==> config.mk <==
export PLATFORM = sky130hd
export DESIGN_NAME = mem_stage_flat
export DESIGN_NICKNAME = d
export VERILOG_FILES = /design/src/rtl/mips_pkg.sv /design/src/rtl/mem_stage_if.sv /design/src/rtl/mem_wb_reg.sv /design/src/rtl/mem_stage.sv /design/src/flat_wrapper.sv
export SDC_FILE = /design/constraint.sdc
export NUM_CORES = 1
export LEC_CHECK = 0
export CAP_MARGIN = 20
export CORE_AREA = 2 2 107 109
export CTS_CLUSTER_SIZE = 8
export DETAILED_ROUTE_END_ITERATION = 10
export DIE_AREA = 0 0 109 111
export DONT_BUFFER_PORTS = 1
export PLACE_DENSITY = 0.72
export SYNTH_ARGS = -nofsm -noshare
export SYNTH_HDL_FRONTEND = slang
export SYNTH_SLANG_ARGS = --single-unit
==> constraint.sdc <==
create_clock -name clk -period 2.1 [get_ports clk]
set_clock_uncertainty 0.2 [all_clocks]
set_input_delay 0.42 -clock clk [delete_from_list [all_inputs] [get_ports clk]]
set_output_delay 0.42 -clock clk [all_outputs]
set_load 0.005 [all_outputs]
==> src/rtl/mips_pkg.sv <==
// Shared definitions for the MIPS pipeline slice.
// Holds the datapath widths, the MEM-stage FSM states and the alignment helper.
package mips_pkg;

    localparam int WORD_W     = 32;
    localparam int REG_ADDR_W = 5;

    typedef enum logic [0:0] {
        IDLE   = 1'b0,
        ACCESS = 1'b1
    } state_t;

    // A word access is legal only on a 4-byte boundary.
    function automatic logic is_aligned(input logic [WORD_W-1:0] addr);
        return (addr[1:0] == 2'b00);
    endfunction

endpackage

==> src/rtl/mem_stage_if.sv <==
// Request/acknowledge data-memory port between the MEM stage (master) and memory (slave).
interface mem_stage_if;
    import mips_pkg::*;

    logic              mem_req;
    logic              mem_we;
    logic [WORD_W-1:0] mem_addr;
    logic [WORD_W-1:0] mem_wdata;
    logic [WORD_W-1:0] mem_rdata;
    logic              mem_ack;

    modport master (
        output mem_req, mem_we, mem_addr, mem_wdata,
        input  mem_rdata, mem_ack
    );

    modport slave (
        input  mem_req, mem_we, mem_addr, mem_wdata,
        output mem_rdata, mem_ack
    );

endinterface

==> src/rtl/mem_wb_reg.sv <==
// MEM/WB payload register: enabled load, bubble insertion that clears only the
// control bits, and an independent enable for the read-data field.
module mem_wb_reg
    import mips_pkg::*;
(
    input  logic                  clk,
    input  logic                  rst,
    input  logic                  en,
    input  logic                  bubble,
    input  logic                  load_rdata,
    input  logic                  regwrite_d,
    input  logic                  memtoreg_d,
    input  logic [REG_ADDR_W-1:0] wn_d,
    input  logic [WORD_W-1:0]     alu_d,
    input  logic [WORD_W-1:0]     rdata_d,
    output logic                  regwrite_q,
    output logic                  memtoreg_q,
    output logic [REG_ADDR_W-1:0] wn_q,
    output logic [WORD_W-1:0]     alu_q,
    output logic [WORD_W-1:0]     rdata_q
);

    // Payload register; a bubble leaves wn/alu/rdata untouched.
    always_ff @(posedge clk) begin
        if (rst) begin
            regwrite_q <= 1'b0;
            memtoreg_q <= 1'b0;
            wn_q       <= '0;
            alu_q      <= '0;
            rdata_q    <= '0;
        end else if (en) begin
            if (bubble) begin
                regwrite_q <= 1'b0;
                memtoreg_q <= 1'b0;
            end else begin
                regwrite_q <= regwrite_d;
                memtoreg_q <= memtoreg_d;
                wn_q       <= wn_d;
                alu_q      <= alu_d;
            end
            if (load_rdata) begin
                rdata_q <= rdata_d;
            end
        end
    end

endmodule

==> src/rtl/mem_stage.sv <==
// MEM-stage controller: issues data-memory requests, stalls upstream while an
// access is outstanding, aborts on timeout and produces the MEM/WB payload.
module mem_stage
    import mips_pkg::*;
#(
    parameter int TIMEOUT = 16,
    parameter int CNT_W   = 5
) (
    input  logic                  clk,
    input  logic                  rst,
    input  logic                  MemRead,
    input  logic                  MemWrite,
    input  logic                  Branch,
    input  logic                  RegWrite,
    input  logic                  MemtoReg,
    input  logic                  zero,
    input  logic [REG_ADDR_W-1:0] wn,
    input  logic [WORD_W-1:0]     total_alu_out,
    input  logic [WORD_W-1:0]     rfile_rd2,
    output logic                  stall,
    output logic                  pcsrc,
    mem_stage_if.master           mem,
    output logic                  RegWrite_wb,
    output logic                  MemtoReg_wb,
    output logic [REG_ADDR_W-1:0] wn_wb,
    output logic [WORD_W-1:0]     alu_wb,
    output logic [WORD_W-1:0]     rdata_wb,
    output logic                  misalign,
    output logic                  bus_err
);

    localparam logic [CNT_W-1:0] CNT_LAST = CNT_W'(TIMEOUT - 1);

    state_t                state_r, state_nxt_s;
    logic [CNT_W-1:0]      cnt_r;
    logic                  mem_req_r, mem_we_r;
    logic [WORD_W-1:0]     mem_addr_r, mem_wdata_r;
    logic                  lat_regwrite_r, lat_memtoreg_r;
    logic [REG_ADDR_W-1:0] lat_wn_r;
    logic                  misalign_r, bus_err_r;

    logic                  mem_op_s, stall_s;
    logic                  issue_s, reject_s, done_s, abort_s;
    logic                  wb_en_s, wb_bubble_s, wb_load_rdata_s;
    logic                  wb_regwrite_s, wb_memtoreg_s;
    logic [REG_ADDR_W-1:0] wb_wn_s;
    logic [WORD_W-1:0]     wb_alu_s;

    assign mem_op_s = MemRead | MemWrite;

    // Next-state, stall and MEM/WB load control.
    always_comb begin
        state_nxt_s     = state_r;
        stall_s         = 1'b0;
        issue_s         = 1'b0;
        reject_s        = 1'b0;
        done_s          = 1'b0;
        abort_s         = 1'b0;
        wb_en_s         = 1'b0;
        wb_bubble_s     = 1'b0;
        wb_load_rdata_s = 1'b0;
        wb_regwrite_s   = RegWrite;
        wb_memtoreg_s   = MemtoReg;
        wb_wn_s         = wn;
        wb_alu_s        = total_alu_out;
        case (state_r)
            IDLE: begin
                wb_en_s = 1'b1;
                if (mem_op_s) begin
                    wb_bubble_s = 1'b1;
                    if (is_aligned(total_alu_out)) begin
                        stall_s     = 1'b1;
                        issue_s     = 1'b1;
                        state_nxt_s = ACCESS;
                    end else begin
                        reject_s = 1'b1;
                    end
                end else begin
                    wb_bubble_s = 1'b0;
                end
            end
            ACCESS: begin
                // An ack in the final counted cycle still completes normally.
                if (mem.mem_ack) begin
                    done_s          = 1'b1;
                    wb_en_s         = 1'b1;
                    wb_regwrite_s   = lat_regwrite_r;
                    wb_memtoreg_s   = lat_memtoreg_r;
                    wb_wn_s         = lat_wn_r;
                    wb_alu_s        = mem_addr_r;
                    wb_load_rdata_s = ~mem_we_r;
                    state_nxt_s     = IDLE;
                end else if (cnt_r == CNT_LAST) begin
                    stall_s     = 1'b1;
                    abort_s     = 1'b1;
                    wb_en_s     = 1'b1;
                    wb_bubble_s = 1'b1;
                    state_nxt_s = IDLE;
                end else begin
                    stall_s = 1'b1;
                end
            end
            default: begin
                state_nxt_s = IDLE;
            end
        endcase
    end

    // FSM state register.
    always_ff @(posedge clk) begin
        if (rst) begin
            state_r <= IDLE;
        end else begin
            state_r <= state_nxt_s;
        end
    end

    // Request registers, latched control and timeout counter.
    always_ff @(posedge clk) begin
        if (rst) begin
            mem_req_r      <= 1'b0;
            mem_we_r       <= 1'b0;
            mem_addr_r     <= '0;
            mem_wdata_r    <= '0;
            lat_regwrite_r <= 1'b0;
            lat_memtoreg_r <= 1'b0;
            lat_wn_r       <= '0;
            cnt_r          <= '0;
        end else if (issue_s) begin
            mem_req_r      <= 1'b1;
            mem_we_r       <= MemWrite;
            mem_addr_r     <= total_alu_out;
            mem_wdata_r    <= rfile_rd2;
            lat_regwrite_r <= RegWrite;
            lat_memtoreg_r <= MemtoReg;
            lat_wn_r       <= wn;
            cnt_r          <= '0;
        end else if (done_s || abort_s) begin
            mem_req_r <= 1'b0;
        end else if (state_r == ACCESS) begin
            cnt_r <= cnt_r + 1'b1;
        end
    end

    // Status flags: one-cycle misalign pulse and sticky bus error.
    always_ff @(posedge clk) begin
        if (rst) begin
            misalign_r <= 1'b0;
            bus_err_r  <= 1'b0;
        end else begin
            misalign_r <= reject_s;
            bus_err_r  <= bus_err_r | abort_s;
        end
    end

    mem_wb_reg u_mem_wb_reg (
        .clk        (clk),
        .rst        (rst),
        .en         (wb_en_s),
        .bubble     (wb_bubble_s),
        .load_rdata (wb_load_rdata_s),
        .regwrite_d (wb_regwrite_s),
        .memtoreg_d (wb_memtoreg_s),
        .wn_d       (wb_wn_s),
        .alu_d      (wb_alu_s),
        .rdata_d    (mem.mem_rdata),
        .regwrite_q (RegWrite_wb),
        .memtoreg_q (MemtoReg_wb),
        .wn_q       (wn_wb),
        .alu_q      (alu_wb),
        .rdata_q    (rdata_wb)
    );

    assign stall         = stall_s;
    assign pcsrc         = Branch & zero;
    assign mem.mem_req   = mem_req_r;
    assign mem.mem_we    = mem_we_r;
    assign mem.mem_addr  = mem_addr_r;
    assign mem.mem_wdata = mem_wdata_r;
    assign misalign      = misalign_r;
    assign bus_err       = bus_err_r;

endmodule

==> src/flat_wrapper.sv <==
// flat-port wrapper written by rule: the top's interface ports become plain ports
module mem_stage_flat import mips_pkg::*;
#(
    parameter int TIMEOUT = 16,
    parameter int CNT_W   = 5
)
  (clk, rst, MemRead, MemWrite, Branch, RegWrite, MemtoReg, zero, wn, total_alu_out, rfile_rd2, stall, pcsrc, RegWrite_wb, MemtoReg_wb, wn_wb, alu_wb, rdata_wb, misalign, bus_err, mem_mem_req, mem_mem_we, mem_mem_addr, mem_mem_wdata, mem_mem_rdata, mem_mem_ack);
  mem_stage_if mem_i ();
  input  logic clk;
  input  logic rst;
  input  logic MemRead;
  input  logic MemWrite;
  input  logic Branch;
  input  logic RegWrite;
  input  logic MemtoReg;
  input  logic zero;
  input  logic [REG_ADDR_W-1:0] wn;
  input  logic [WORD_W-1:0] total_alu_out;
  input  logic [WORD_W-1:0] rfile_rd2;
  output logic stall;
  output logic pcsrc;
  output logic RegWrite_wb;
  output logic MemtoReg_wb;
  output logic [REG_ADDR_W-1:0] wn_wb;
  output logic [WORD_W-1:0] alu_wb;
  output logic [WORD_W-1:0] rdata_wb;
  output logic misalign;
  output logic bus_err;
  output wire logic [$bits(mem_i.mem_req)-1:0] mem_mem_req;
  output wire logic [$bits(mem_i.mem_we)-1:0] mem_mem_we;
  output wire logic [$bits(mem_i.mem_addr)-1:0] mem_mem_addr;
  output wire logic [$bits(mem_i.mem_wdata)-1:0] mem_mem_wdata;
  input wire logic [$bits(mem_i.mem_rdata)-1:0] mem_mem_rdata;
  input wire logic [$bits(mem_i.mem_ack)-1:0] mem_mem_ack;
  assign mem_mem_req = mem_i.mem_req;
  assign mem_mem_we = mem_i.mem_we;
  assign mem_mem_addr = mem_i.mem_addr;
  assign mem_mem_wdata = mem_i.mem_wdata;
  assign mem_i.mem_rdata = mem_mem_rdata;
  assign mem_i.mem_ack = mem_mem_ack;
  mem_stage #(.TIMEOUT(TIMEOUT), .CNT_W(CNT_W)) u_core (.clk(clk), .rst(rst), .MemRead(MemRead), .MemWrite(MemWrite), .Branch(Branch), .RegWrite(RegWrite), .MemtoReg(MemtoReg), .zero(zero), .wn(wn), .total_alu_out(total_alu_out), .rfile_rd2(rfile_rd2), .stall(stall), .pcsrc(pcsrc), .mem(mem_i), .RegWrite_wb(RegWrite_wb), .MemtoReg_wb(MemtoReg_wb), .wn_wb(wn_wb), .alu_wb(alu_wb), .rdata_wb(rdata_wb), .misalign(misalign), .bus_err(bus_err));
endmodule
==> impl_metrics.tcl <==
set metrics [dict create \
    status "finished, violations left" \
    violations "negative hold slack" \
    initial_utilization_pct 55.4 \
    mostFrequentLayoutCell "dfxtp_1" \
    hpwl_um 10200 \
    antenna_found_initial 0 \
    clock_latency_ns 0.41 \
    cts-htree-levels 4 \
    place.gp.congestion 0.788 \
    port_buffers 0 \
    worstPathRequired_ns 2.25 \
    critPathKind "register to register" \
    synth_area_sq_um 6140 \
    wl_per_cell_um 19.7 \
    critPathMaxStageDelay_ns 0.57 \
    critPathSlowestCell "dlygate4sd3_1" \
    antenna_left 0 \
    grt_start_max_net_pins 147 \
    design.die.area_sq_um 12100 \
    yosysWarnings 0 \
    max_freq_mhz 480 \
    swShare_pct 24.5 \
    synth.distinct_cells 36 \
    p_per_area_nw_per_um2 896 \
    switchingPower_w 0.00173 \
    maxSlewViolCount 0 \
    design_area_sq_um 7900 \
    dr.pass1.iters 5 \
    maxSlewHeadroom_pct 55.1 \
    finalHoldViolations 45 \
    critPathTopFamily "buffers and inverters" \
    root_buffer "clkbuf_16" \
    cp_cell_sequence "o21ba_4 > buf_4 > clkbuf_16 > nand3_1 > a21oi_1 > dlygate4sd3_1" \
    final_layout_size_suffix_gt1_share_pct 13.6 \
    drt_iter0_drc 501 \
    crit_buf_inv 3 \
    netlist_instances 738 \
    via_per_inst 6.19 \
    cp_max_fo 13 \
    setup_tns_ns 0 \
    ios 251 \
    hold_slack_ns -0.119 \
    tritoncts "yes" \
    diodes 0 \
    nets 903 \
    overflow 0 \
    period_needed_ns 2.08 \
    syn_nets 850 \
    drt-total-wl_um 18700 \
    die_h_um 111 \
    clockBufferDepth 2 \
    cts.sinks 152 \
    cp-start-kind "register" \
    grt_pass1_wl_um 26800 \
    hp-class "input pin to register" \
    grt_use_total_pct 27.6 \
    coreArea_sq_um 11100 \
    finalSetupViolCount 0 \
    synth-seq-cells 152 \
    ir_drop_mv 0.554 \
    seq_area_frac_synth_pct 49.6 \
    worstMarginPinSlew_ns 0.673 \
    fp.dieW_um 109 \
    fin_crit_sh_pct 99.2 \
    num_vias 5861 \
    area_delta_synth_final_pct 28.7 \
    drc 0 \
    syn_avg_cell_area_sq_um 8.32 \
    pwr-share-clk_pct 45.7 \
    cp_data_arrival_time_ns 2.24 \
    clkTransAtPathRegs_ns 0.06 \
    grt_pass1_vias 5467 \
    numCtsBuffers 17 \
    p_int_w 0.00534 \
    placed_area_sq_um 6270 \
    seqPwrFrac_pct 44.4 \
    num_rows 39 \
    comb_power_share_pct 10.0 \
    drv_cap 0 \
    p_leak_nw 2.94 \
    crit_path_end_kind "register" \
    final_cell_mix "151 x dfxtp_1, 144 x nand2_1, 106 x a21oi_1, 76 x dlygate4sd3_1, 73 x o21ai_0" \
]
-- synth_stat cells --
| master | number | area share [%] |
|---|---|---|
| nor2_1 | 7 | 0.43 |
| or3b_1 | 1 | 0.14 |
| o22ai_1 | 2 | 0.20 |
| dfxtp_1 | 152 | 50 |
| and2_1 | 2 | 0.20 |
| buf_2 | 8 | 0.65 |
| nand2_2 | 1 | 0.10 |
| xnor2_1 | 2 | 0.29 |
| o21ba_2 | 1 | 0.16 |
| nand3b_1 | 1 | 0.12 |
| ha_1 | 2 | 0.41 |
| buf_4 | 3 | 0.37 |
| nand2_1 | 144 | 8.8 |
| a211oi_1 | 1 | 0.12 |
| clkbuf_1 | 60 | 3.7 |
| a311oi_1 | 7 | 1.0 |
| a21oi_1 | 108 | 8.8 |
| or2_2 | 1 | 0.10 |
| a21boi_0 | 2 | 0.24 |
| nor3_2 | 1 | 0.16 |
| o21bai_1 | 1 | 0.12 |
| buf_6 | 3 | 0.55 |
| nor3_1 | 38 | 3.1 |
| nor4bb_1 | 1 | 0.16 |
| a31oi_1 | 1 | 0.10 |
| nor3b_2 | 1 | 0.20 |
| clkbuf_2 | 1 | 0.081 |
| o21ai_0 | 73 | 5.9 |
| or2_1 | 1 | 0.10 |
| a311oi_2 | 30 | 7.3 |
| and3b_1 | 1 | 0.14 |
| or3_1 | 1 | 0.10 |
| and3_1 | 3 | 0.31 |
| a21o_1 | 1 | 0.12 |
| nand3_1 | 71 | 5.8 |
| inv_1 | 5 | 0.31 |
-- cells by family after synthesis --
kind of cell | synth area share (%)
AO/OA/AOI/OAI | 24.2
XOR/XNOR | 0.285
adder cells (fa/ha/maj) | 0.407
buffers and inverters | 5.62
flip-flops | 49.6
AND/OR/NAND/NOR | 20.0
-- timing repair --
action	CTS	global route
endpoints found under the setup margin	1	64
hold endpoints to repair	145	77
cloned	0	6
pin swaps	0	2
setup buffers	0	7
hold buffers	68	8
gates resized for setup	2	5
-- final cells by class --
type                    instances  area [sq um]
clock buffers                  20           467
clock inverters                12           165
fillers                       832          3170
inverters                       5          18.8
multi-input cells             506          2800
flip-flops and latches        152          3050
well taps                     143           179
repair buffers                109          1230
-- power groups by stage --
stage	sequential [W]	combinational (W)	clock [W]
3_5_place_dp	0.00321	0.000524	0
4_1_cts	0.00314	0.000598	0.00325
6_report	0.00314	0.000707	0.00323
5_1_grt	0.00316	0.000762	0.00338
3_3_place_gp	0.00320	0.000500	0
2_1_floorplan	0.00317	0.000447	0
-- sequential cells by signal (all words and copies together) (netlist names), 5 cells and up --
register                     cells
u_core.u_mem_wb_reg.alu_q       32
u_core.mem.mem_addr             32
u_core.u_mem_wb_reg.wn_q         5
u_core.cnt_r                     5
u_core.lat_wn_r                  5
u_core.mem.mem_wdata            32
u_core.u_mem_wb_reg.rdata_q     32
-- final timing paths --
check,start,end,slack [ns],depth (start not counted)
min reg2reg,u_core.u_mem_wb_reg.rdata_q[27]$_SDFFE_PP0P_,u_core.u_mem_wb_reg.rdata_q[27]$_SDFFE_PP0P_,0.27,2
max,u_core.state_r$_SDFF_PP0_,u_core.mem.mem_wdata[25]$_SDFFE_PP0P_,0.02,6
min,rst,u_core.u_mem_wb_reg.rdata_q[30]$_SDFFE_PP0P_,-0.12,1
max reg2reg,u_core.state_r$_SDFF_PP0_,u_core.mem.mem_wdata[25]$_SDFFE_PP0P_,0.02,6
-- layer usage --
metal / global-route usage, % / part of all wire, %
met5: 0 / 0
met2: 45.5 / 50
met3: 9.41 / 9.3
met4: 12.8 / 2.4
met1: 31.9 / 38
-- through the flow --
step	total power [W]	std cells	worst slack [ns]	utilization (%)
after global routing	0.00730	947	-0.0231	71.4
after detailed placement	0.00373	826	0.0176	56.6
after CTS	0.00699	926	0.00356	68.5
after global placement	0.00370	826	0.101	56.6
after floorplan	0.00361	738	0.0596	-
final	0.00708	947	0.0166	71.4
Power figures use the tool's default switching activity.
